[src/rtl/uart8_stream_bridge_pkg.sv]
// Shared types for the Uart8 client-side stream bridge.
package uart8_pkg;
  localparam int UART_DATA_W = 8;

  typedef enum logic [1:0] {
    IDLE  = 2'd0,
    START = 2'd1,
    SEND  = 2'd2
  } tx_state_t;
endpackage

[src/rtl/uart8_stream_bridge_if.sv]
// Byte-stream side of the bridge: TX stream in, RX stream out.
interface uart8_stream_bridge_if;
  import uart8_pkg::*;
  logic [UART_DATA_W-1:0] sTxData;
  logic                   sTxValid;
  logic                   sTxReady;
  logic [UART_DATA_W-1:0] mRxData;
  logic                   mRxValid;
  logic                   mRxReady;

  modport master (output sTxData, sTxValid, mRxReady,
                  input  sTxReady, mRxData, mRxValid);
  modport slave  (input  sTxData, sTxValid, mRxReady,
                  output sTxReady, mRxData, mRxValid);
endinterface

[src/rtl/uart8_stream_bridge_fifo.sv]
// Byte FIFO with a registered head: head is valid the cycle after the
// entry lands, so the RX stream data is a flop, not a RAM read.
module byte_fifo
  import uart8_pkg::*;
#(
  parameter int DEPTH = 16
) (
  input  logic                   clk,
  input  logic                   resetN,
  input  logic                   push,
  input  logic                   pop,
  input  logic [UART_DATA_W-1:0] wrData,
  output logic [UART_DATA_W-1:0] head,
  output logic                   full,
  output logic                   empty
);
  localparam int AW = $clog2(DEPTH);

  logic [UART_DATA_W-1:0] mem [DEPTH];
  logic [AW-1:0]          wrPtr, rdPtr;
  logic [AW:0]            count;
  logic                   doPush, doPop;

  assign empty  = (count == '0);
  assign full   = (count == (AW+1)'(DEPTH));
  assign doPop  = pop & ~empty;
  // a pop in the same cycle frees the slot, so a full FIFO can still take a push
  assign doPush = push & (~full | doPop);

  // storage, no reset needed
  always_ff @(posedge clk) begin
    if (doPush) mem[wrPtr] <= wrData;
  end

  // pointers, occupancy and the registered head
  always_ff @(posedge clk or negedge resetN) begin
    if (!resetN) begin
      wrPtr <= '0;
      rdPtr <= '0;
      count <= '0;
      head  <= '0;
    end else begin
      if (doPush) wrPtr <= wrPtr + AW'(1);
      if (doPop)  rdPtr <= rdPtr + AW'(1);
      if (doPush && !doPop)      count <= count + (AW+1)'(1);
      else if (doPop && !doPush) count <= count - (AW+1)'(1);
      // the pushed byte becomes head when nothing else remains ahead of it
      if (doPush && (doPop ? (count == (AW+1)'(1)) : empty)) head <= wrData;
      else if (doPop)                                       head <= mem[rdPtr + AW'(1)];
    end
  end
endmodule

[src/rtl/uart8_stream_bridge.sv]
// Client-side bridge between a valid/ready byte stream and the Uart8
// rx/tx handshake. Uart8 status inputs are asynchronous and synchronized here.
module uart8_stream_bridge
  import uart8_pkg::*;
#(
  parameter int FIFO_DEPTH  = 16,
  parameter int SYNC_STAGES = 2
) (
  input  logic                   clk,
  input  logic                   resetN,
  input  logic                   enable,
  uart8_stream_bridge_if.slave   strm,
  input  logic                   clearFlags,
  output logic                   rxOverflow,
  output logic                   rxFrameErr,
  output logic                   uartRxEn,
  input  logic                   uartRxDone,
  input  logic                   uartRxErr,
  input  logic [UART_DATA_W-1:0] uartRxData,
  output logic                   uartTxEn,
  output logic                   uartTxStart,
  output logic [UART_DATA_W-1:0] uartTxData,
  input  logic                   uartTxBusy
);
  logic [2:0]             syncIn, syncOut;
  logic                   doneSync, errSync, busySync, doneQ, rxEdge;
  logic [SYNC_STAGES:0]   warm;
  logic                   syncReady;
  logic                   rxPush, rxPop, rxFull, rxEmpty;
  logic                   txPush, txPop, txFull, txEmpty;
  logic [UART_DATA_W-1:0] rxHead, txHead;
  tx_state_t              state, stateNext;

  assign syncIn = {uartTxBusy, uartRxErr, uartRxDone};

  genvar g;
  for (g = 0; g < SYNC_STAGES; g++) begin : gSync
    logic [2:0] q;
    if (g == 0) begin : gFirst
      // first synchronizer stage samples the asynchronous inputs
      always_ff @(posedge clk or negedge resetN) begin
        if (!resetN) q <= '0;
        else         q <= syncIn;
      end
    end else begin : gNext
      // further synchronizer stages
      always_ff @(posedge clk or negedge resetN) begin
        if (!resetN) q <= '0;
        else         q <= gSync[g-1].q;
      end
    end
  end
  assign syncOut  = gSync[SYNC_STAGES-1].q;
  assign doneSync = syncOut[0];
  assign errSync  = syncOut[1];
  assign busySync = syncOut[2];

  // warm-up shifter: synchronized status is untrusted until the chain has
  // refilled after reset (a Uart8 frame may still be in flight)
  always_ff @(posedge clk or negedge resetN) begin
    if (!resetN) warm <= '0;
    else         warm <= {warm[SYNC_STAGES-1:0], 1'b1};
  end
  assign syncReady = warm[SYNC_STAGES];

  // rxDone edge-detect flop and registered enables
  always_ff @(posedge clk or negedge resetN) begin
    if (!resetN) begin
      doneQ    <= 1'b0;
      uartRxEn <= 1'b0;
      uartTxEn <= 1'b0;
    end else begin
      doneQ    <= doneSync;
      uartRxEn <= enable;
      uartTxEn <= enable;
    end
  end
  assign rxEdge = doneSync & ~doneQ;

  // RX: one capture decision per rxDone edge
  assign rxPop  = ~rxEmpty & strm.mRxReady;
  assign rxPush = rxEdge & ~errSync & (~rxFull | rxPop);

  // sticky flags; a set event outranks a clear in the same cycle
  always_ff @(posedge clk or negedge resetN) begin
    if (!resetN) begin
      rxOverflow <= 1'b0;
      rxFrameErr <= 1'b0;
    end else begin
      if (rxEdge & errSync)                        rxFrameErr <= 1'b1;
      else if (clearFlags)                         rxFrameErr <= 1'b0;
      if (rxEdge & ~errSync & rxFull & ~rxPop)     rxOverflow <= 1'b1;
      else if (clearFlags)                         rxOverflow <= 1'b0;
    end
  end

  byte_fifo #(.DEPTH(FIFO_DEPTH)) uRxFifo (
    .clk(clk), .resetN(resetN), .push(rxPush), .pop(rxPop),
    .wrData(uartRxData), .head(rxHead), .full(rxFull), .empty(rxEmpty)
  );
  assign strm.mRxData  = rxHead;
  assign strm.mRxValid = ~rxEmpty;

  // TX: ready held low during reset and for the first cycle after it
  assign strm.sTxReady = ~txFull & warm[0];
  assign txPush        = strm.sTxValid & strm.sTxReady;

  byte_fifo #(.DEPTH(FIFO_DEPTH)) uTxFifo (
    .clk(clk), .resetN(resetN), .push(txPush), .pop(txPop),
    .wrData(strm.sTxData), .head(txHead), .full(txFull), .empty(txEmpty)
  );

  // TX FSM state register
  always_ff @(posedge clk or negedge resetN) begin
    if (!resetN) state <= IDLE;
    else         state <= stateNext;
  end

  // TX FSM next state; START holds until Uart8 reports busy, even if disabled
  always_comb begin
    stateNext = state;
    txPop     = 1'b0;
    unique case (state)
      IDLE: if (!txEmpty && enable && !busySync && syncReady) begin
        txPop     = 1'b1;
        stateNext = START;
      end
      START: if (busySync)  stateNext = SEND;
      SEND:  if (!busySync) stateNext = IDLE;
      default: stateNext = IDLE;
    endcase
  end
  assign uartTxStart = (state == START);

  // byte to Uart8, latched on IDLE exit and held through the frame
  always_ff @(posedge clk or negedge resetN) begin
    if (!resetN)    uartTxData <= '0;
    else if (txPop) uartTxData <= txHead;
  end
endmodule

[src/flat_wrapper.sv]
// flat-port wrapper written by rule: the top's interface ports become plain ports
module uart8_stream_bridge_flat import uart8_pkg::*;
#(
  parameter int FIFO_DEPTH  = 16,
  parameter int SYNC_STAGES = 2
)
  (clk, resetN, enable, clearFlags, rxOverflow, rxFrameErr, uartRxEn, uartRxDone, uartRxErr, uartRxData, uartTxEn, uartTxStart, uartTxData, uartTxBusy, strm_sTxData, strm_sTxValid, strm_mRxReady, strm_sTxReady, strm_mRxData, strm_mRxValid);
  uart8_stream_bridge_if strm_i ();
  input  logic clk;
  input  logic resetN;
  input  logic enable;
  input  logic clearFlags;
  output logic rxOverflow;
  output logic rxFrameErr;
  output logic uartRxEn;
  input  logic uartRxDone;
  input  logic uartRxErr;
  input  logic [UART_DATA_W-1:0] uartRxData;
  output logic uartTxEn;
  output logic uartTxStart;
  output logic [UART_DATA_W-1:0] uartTxData;
  input  logic uartTxBusy;
  input wire logic [$bits(strm_i.sTxData)-1:0] strm_sTxData;
  input wire logic [$bits(strm_i.sTxValid)-1:0] strm_sTxValid;
  input wire logic [$bits(strm_i.mRxReady)-1:0] strm_mRxReady;
  output wire logic [$bits(strm_i.sTxReady)-1:0] strm_sTxReady;
  output wire logic [$bits(strm_i.mRxData)-1:0] strm_mRxData;
  output wire logic [$bits(strm_i.mRxValid)-1:0] strm_mRxValid;
  assign strm_i.sTxData = strm_sTxData;
  assign strm_i.sTxValid = strm_sTxValid;
  assign strm_i.mRxReady = strm_mRxReady;
  assign strm_sTxReady = strm_i.sTxReady;
  assign strm_mRxData = strm_i.mRxData;
  assign strm_mRxValid = strm_i.mRxValid;
  uart8_stream_bridge #(.FIFO_DEPTH(FIFO_DEPTH), .SYNC_STAGES(SYNC_STAGES)) u_core (.clk(clk), .resetN(resetN), .enable(enable), .strm(strm_i), .clearFlags(clearFlags), .rxOverflow(rxOverflow), .rxFrameErr(rxFrameErr), .uartRxEn(uartRxEn), .uartRxDone(uartRxDone), .uartRxErr(uartRxErr), .uartRxData(uartRxData), .uartTxEn(uartTxEn), .uartTxStart(uartTxStart), .uartTxData(uartTxData), .uartTxBusy(uartTxBusy));
endmodule
[config.mk]
export PLATFORM = sky130hd
export DESIGN_NAME = uart8_stream_bridge_flat
export DESIGN_NICKNAME = d
export VERILOG_FILES = /design/src/rtl/uart8_stream_bridge_pkg.sv /design/src/rtl/uart8_stream_bridge_if.sv /design/src/rtl/uart8_stream_bridge_fifo.sv /design/src/rtl/uart8_stream_bridge.sv /design/src/flat_wrapper.sv
export SDC_FILE = /design/constraint.sdc
export NUM_CORES = 1
export LEC_CHECK = 0
export ABC_AREA = 1
export ABC_CLOCK_PERIOD_IN_PS = 3000
export CAP_MARGIN = 20
export CORE_AREA = 2 2 172 174
export CTS_BUF_LIST = sky130_fd_sc_hd__clkbuf_8
export DETAILED_ROUTE_END_ITERATION = 10
export DIE_AREA = 0 0 174 176
export PLACE_DENSITY_LB_ADDON = 0.15
export SLEW_MARGIN = 25
export SYNTH_ARGS = -nofsm -noshare
export SYNTH_HDL_FRONTEND = slang
export SYNTH_SLANG_ARGS = --single-unit
[constraint.sdc]
create_clock -name clk -period 3 [get_ports clk]
set_clock_uncertainty 0.2 [all_clocks]
set_input_delay 0.6 -clock clk [delete_from_list [all_inputs] [get_ports clk]]
set_output_delay 0.6 -clock clk [all_outputs]
set_load 0.005 [all_outputs]
* After elaboration in Yosys (flattened, before gate mapping) *
Memory sizes are Yosys's and may differ from the RTL's.
Index checks and enable logic that the tools add are counted.

storage, ports and cells
  register bits = 65
  memory bits (writable) = 256
  input bits = 25
  output and inout bits = 23
  word-level logic and storage cells = 107
  memories kept = 2

cells by class
  add/sub/neg operators = 8
  equality and inequality tests = 9
  multiplexer cells = 23
  bitwise operators = 23
  reduce and logical (&&, ||, !) cells = 25

memories
  name                depth  width  rd ports  clocked after Yosys merged registers in  wr ports  line                            RTL
  u_core.uRxFifo.mem  16     8      1         0                                        1         uart8_stream_bridge_fifo.sv:19  logic [UART_DATA_W-1:0] mem [DEPTH];
  u_core.uTxFifo.mem  16     8      1         0                                        1         uart8_stream_bridge_fifo.sv:19

operators with widths
  kind                                              number
  two-way mux 8 bit                                 4
  two-way mux 5 bit                                 4
  adder 4 x 1 -> 4 bit, second input constant       4
  AND 1 bit                                         13
  nonzero test 2 bit                                6
  two-way mux 1 bit                                 11
  adder 5 x 1 -> 5 bit, second input constant       2
  == test 5 x 1 -> 1 bit, second input constant     2
  == test 5 bit, second input constant              2
  logical NOT 5 bit                                 2
  subtractor 5 x 1 -> 5 bit, second input constant  2
  logical AND 1 bit                                 9
  NOT 1 bit                                         7
  logical NOT 1 bit                                 6
  two-way mux 2 bit                                 3
  one-hot mux 2 bit (3 select lines)                1
  != test 2 x 1 -> 1 bit, second input constant     2
  bitwise OR 1 bit                                  3
  AND reduction 3 bit                               1
  == test 2 x 1 -> 1 bit, second input constant     1
  == test 2 bit, second input constant              1
  logical NOT 2 bit                                 1
  != test 2 bit, second input constant              1

* Logic depth before layout (Yosys ltp) *
Gate-level depths: netlist (run 1).

  depth after elaboration = 14
  gate-level depth with buffers = 13
  depth with buffers taken out = 12

* By module *
Synthesis (run 1) repeated with hierarchy kept, for this count alone.

second synthesis, totals
  cells, all modules = 1415
  area, all modules = 14266.2 um^2

modules (own cells, without submodules)
  module                       times used  cells an instance  area each (um^2)  seq. area each (um^2)
  byte_fifo at u_core.uTxFifo  1           674                6717.7            4369.2
  byte_fifo at u_core.uRxFifo  1           660                6691.4            4369.2
  uart8_stream_bridge          1           81                 857.1             575.6

* Worst setup path before layout (run 1) *
No wires, ideal clock.

  path type = reg2reg
  start point = register u_core.uTxFifo.count[0]
  end point = register u_core.uTxFifo.count[4]
  setup time = 79 ps
  arrival = 2054 ps
  required time = 2721 ps
  setup slack = 667 ps
  stages on the path, launching flop included = 12
  path buffers = 2
  clock period less this slack = 2333 ps
  path through = dfrtp_1 > inv_1 > ha_1 > nand3_2 > nand2_1 > buf_2 > buf_4 > ha_1 > nor2_1 > o21ai_0 > a21oi_1 > xor2_1

on the way
  longest elaborated chain between the ends = 13
  elaborated cells on any way between the ends = 24
  those cells by class = 2 x add/sub; 1 x eq/ne; 4 x mux; 7 x bitwise; 10 x reduce/logical

RTL lines
  what                                 line                            RTL
  start, declared                      uart8_stream_bridge_fifo.sv:21  logic [AW:0] count;
  start signal, assigned               uart8_stream_bridge_fifo.sv:45  if (doPush && !doPop) count <= count + (AW+1)'(1);
  start signal, assigned               uart8_stream_bridge_fifo.sv:46  else if (doPop && !doPush) count <= count - (AW+1)'(1);
  logical NOT 5 bit                    uart8_stream_bridge_fifo.sv:24  assign empty = (count == '0);
  logical NOT 1 bit                    uart8_stream_bridge.sv:124      IDLE: if (!txEmpty && enable && !busySync && syncReady) begin
  logical AND 1 bit (3 in a row)       uart8_stream_bridge.sv:124
  two-way mux 1 bit                    uart8_stream_bridge.sv:124
  two-way mux 1 bit                    uart8_stream_bridge.sv:123      unique case (state)
  AND 1 bit                            uart8_stream_bridge_fifo.sv:26  assign doPop = pop & ~empty;
  bitwise OR 1 bit                     uart8_stream_bridge_fifo.sv:28  assign doPush = push & (~full | doPop);
  AND 1 bit                            uart8_stream_bridge_fifo.sv:28
  logical NOT 1 bit                    uart8_stream_bridge_fifo.sv:46
  logical AND 1 bit                    uart8_stream_bridge_fifo.sv:46
  nonzero test 2 bit (no source line)  n/a

Several ways; a longest one is shown, not always the timed one. The select of a mux whose other input is x is not followed.
A chain may end at the register's enable or synchronous reset.

* Final worst setup path (run 1) *
  start point = register u_core.uTxFifo.count[0]
  end point = output strm_sTxReady

on the way
  longest elaborated chain between the ends = 3

RTL lines
  what           line                            RTL
  == test 5 bit  uart8_stream_bridge_fifo.sv:25  assign full = (count == (AW+1)'(DEPTH));
  NOT 1 bit      uart8_stream_bridge.sv:105      assign strm.sTxReady = ~txFull & warm[0];
  AND 1 bit      uart8_stream_bridge.sv:105
  end, declared  flat_wrapper.sv:26              output wire logic [$bits(strm_i.sTxReady)-1:0] strm_sTxReady;

Every way passes these cells.

==> impl_metrics.env, run 1 <==
export IMPL_outcome="finished clean"
export IMPL_clock_root_buffer="clkbuf_8"
export IMPL_p_leak_nw=7.367
export IMPL_syn_cell_area_um2=14210
export IMPL_synth_largest_area_cell="edfxtp_1"
export IMPL_io_buffers=47
export IMPL_grt_max_degree=51
export IMPL_antenna_cells=0
export IMPL_grt_pass1_wl_um=51060
export IMPL_place_hpwl_um=21340
export IMPL_grt_pass1_vias=9639
export IMPL_synth_area_leaders="edfxtp_1 54%, nand2_1 13%, dfrtp_1 11%, nand3_1 6.5%, inv_1 4.9%"
export IMPL_drv_cap=0
export IMPL_fin_crit_sh_pct=93.72
export IMPL_rows=62
export IMPL_ys_seq_area_share_pct=65.52
export IMPL_antenna_found_initial=0
export IMPL_cp_max_fo=6
export IMPL_seqCellArea_um2=9318
export IMPL_ys_top_cells_by_count="509 x nand2_1, 256 x edfxtp_1, 187 x inv_1, 185 x nand3_1, 65 x dfrtp_1"
export IMPL_dr_wl_met3_um=1415
export IMPL_synth_top_area_share_pct=54.08
export IMPL_clkSlewWorstSetupHoldPaths_ps=60
export IMPL_fillCellCount=2496
export IMPL_ir_drop_mv=0.5643
export IMPL_worstPathRequired_ps=2200
export IMPL_synthArstFlopShare_pct=20.25
export IMPL_power_w=0.01535
export IMPL_synth_most_common_cell="nand2_1"
export IMPL_finalNonFillerCells=1951
export IMPL_synth_cell_type_count=32
export IMPL_io_pins=48
export IMPL_avgSynthCellArea_um2=10.11
export IMPL_tightest_slew_ps=868.9
export IMPL_min_to="u_core.gSync[1].q[2]"
export IMPL_cts_buffers_inserted=51
export IMPL_multi_input_area_um2=3904
export IMPL_crit_type="flop to output pin"
export IMPL_wl_met2_um=16410
export IMPL_initial_core_util_pct=49.79
export IMPL_routedWlPerCell_um=16.46
export IMPL_dr_pass1_iters=4
export IMPL_clock_fmax_mhz=355.7
export IMPL_maxUsedRoutingLayer="met4"
export IMPL_vias=9501
export IMPL_h_tree_depth=2
export IMPL_dpl_cell_count=1856
export IMPL_drtAntennaViolNets=0
export IMPL_drc=0
export IMPL_final_hold_violation_count=0
export IMPL_drive_above_1_share_pct=11.23
export IMPL_fin_crit_ps=2812
export IMPL_syn_num_nets=1451
export IMPL_synth_seq_cells=321
export IMPL_synth_edf_count=256
export IMPL_wirelength_um=32120
export IMPL_synth_warnings=0
export IMPL_relSlewSlack_pct=41.79
export IMPL_core_region_area_um2=28550
export IMPL_start_kind="flop"
export IMPL_cts_buffer_depth=3
export IMPL_holdPathStages=0
export IMPL_hold_slack_ps=155.9
export IMPL_tritoncts="built"
export IMPL_arrival_ps=2010
export IMPL_drtIter0Drc=578
export IMPL_hp_start="u_core.gSync[0].q[2]"
export IMPL_power_density_nw_per_um2=929.9
export IMPL_rsz0062_at_grt="no"
export IMPL_setup_tns_ps=0
export IMPL_slew_violations=0
export IMPL_fin_nets=1572
export IMPL_grt_overflow=0
export IMPL_worstRegToRegCells=10
export IMPL_ff2ff_setup_slack_ps=460
export IMPL_vias_per_cell=4.870
export IMPL_grt_util_all_layers_pct=21.49
export IMPL_die_area_um2=30620
export IMPL_netlist_instances=1406
export IMPL_r2r_end="u_core.uRxFifo.head[1]"
export IMPL_die_w_um=174
export IMPL_synth_main_ff_cell="edfxtp_1"
export IMPL_setup_viol=0
export IMPL_areaGrowthSynthToFinish_pct=16.10
export IMPL_wl_met1_um=12970
export IMPL_hp_class="flop to flop"
export IMPL_clock_latency_ps=610
export IMPL_globalplace_congestion=0.8490
export IMPL_timing_rr_start="u_core.uRxFifo.rdPtr[0]"
export IMPL_die_h_um=176
export IMPL_worstSetupEndpointType="output pin"
export IMPL_clkSinkCount=321
-- per-layer routing --
metal | vias up | GRT usage, %
met5 | - | 0
met4 | 0 | 9.804
met3 | 74 | 3.919
met2 | 195 | 38.81
met1 | 4473 | 24.99
li1 | 4759 | -
-- registers in the layout (all words and copies together), names as in the netlist, 3 cells and up --
register              flops
u_core.uTxFifo.head       8
u_core.uRxFifo.rdPtr      4
u_core.gSync.q            6
u_core.uRxFifo.wrPtr      4
u_core.uRxFifo.head       8
u_core.uTxFifo.wrPtr      4
u_core.uTxFifo.mem      128
u_core.uRxFifo.count      5
u_core.uTxFifo.rdPtr      4
u_core.uTxFifo.count      5
u_core.uRxFifo.mem      128
u_core.warm               3
u_core.uartTxData         8
-- cell families (layout without fill, tap and decap cells) --
kind of cell / count (synthesis) / after routing / synth area share [%]
and+or+nand+nor: 768 / 768 / 22.89
buffers and inverters: 247 / 408 / 7.015
AOI/OAI and AO/OA: 25 / 25 / 0.9859
DFF: 321 / 321 / 65.52
adders and majority gates: 20 / 20 / 1.760
other: 1 / 1 / 0.02638
xor gates and xnor gates: 24 / 24 / 1.796
-- cell type report --
class	count	share of cell area, %
Timing Repair Buffer	119	6.262
Clock buffer	58	4.837
Sequential cell	321	56.46
Inverter	196	4.458
Multi-Input combinational cell	838	23.65
Tap cell	384	2.911
Clock inverter	35	1.418
-- timing repair --
| item | CTS | global route |
|---|---|---|
| setup buffers | 0 | 1 |
| gates resized for setup | 0 | 1 |
| hold endpoints to repair | 23 | 0 |
| endpoints found under the setup margin | 0 | 1 |
| hold buffers | 1 | 0 |
-- cells in the final DEF (no fill, tap or decap), types with 4 or more instances in the layout --
| master | count |
|---|---|
| nand2_1 | 509 |
| edfxtp_1 | 256 |
| inv_1 | 201 |
| nand3_1 | 185 |
| buf_4 | 69 |
| dfrtp_1 | 62 |
| clkbuf_8 | 58 |
| clkdlybuf4s50_1 | 46 |
| nor2_1 | 43 |
| ha_1 | 20 |
| o21ai_0 | 19 |
| xor2_1 | 16 |
| nand3_2 | 12 |
| clkinv_1 | 11 |
| nand3b_1 | 9 |
| inv_2 | 9 |
| xnor2_2 | 4 |
-- power by group --
group          internal, W  switching [W]
Clock              0.00197        0.00172
Combinational      0.00202        0.00399
Sequential         0.00530       0.000360
-- critical path, cell delays in order (launching register included) --
cell,delay [ps]
dfrtp_2,420
inv_1,80
ha_1,220
nand3_1,130
nand2_1,60
inv_1,50
clkdlybuf4s50_1,490
-- through the flow --
step | utilization [%] | cell area (µm²) | setup WS [ps]
finish | 57.81 | 16500 | 188.3
CTS | 57.78 | 16490 | 66.08
floorplan | - | 14210 | 666.7
global placement | 54.13 | 15450 | 314.6
detailed placement | 54.13 | 15450 | 290.4
global route | 57.81 | 16500 | 17.80
-- worst max path at each step --
stage / startpoint / end / slack (ps)
after floorplan: u_core.uTxFifo.count[0] / u_core.uTxFifo.count[4] / 670
after global placement: strm_mRxReady / u_core.uRxFifo.count[3] / 310
after detailed placement: strm_mRxReady / u_core.uRxFifo.count[4] / 290
after CTS: u_core.uTxFifo.count[0] / strm_sTxReady / 70
after global routing: u_core.uTxFifo.count[0] / strm_sTxReady / 20
final: u_core.uTxFifo.count[0] / strm_sTxReady / 190
Note: power is estimated with default switching activity, not from simulation.
==> run 2, diff against run 1 <==
GPL_ROUTABILITY_DRIVEN = 0   (was default)
==> results of run 2 <==
Same layout as run 1: the final DEF is identical, and so are final timing and power.
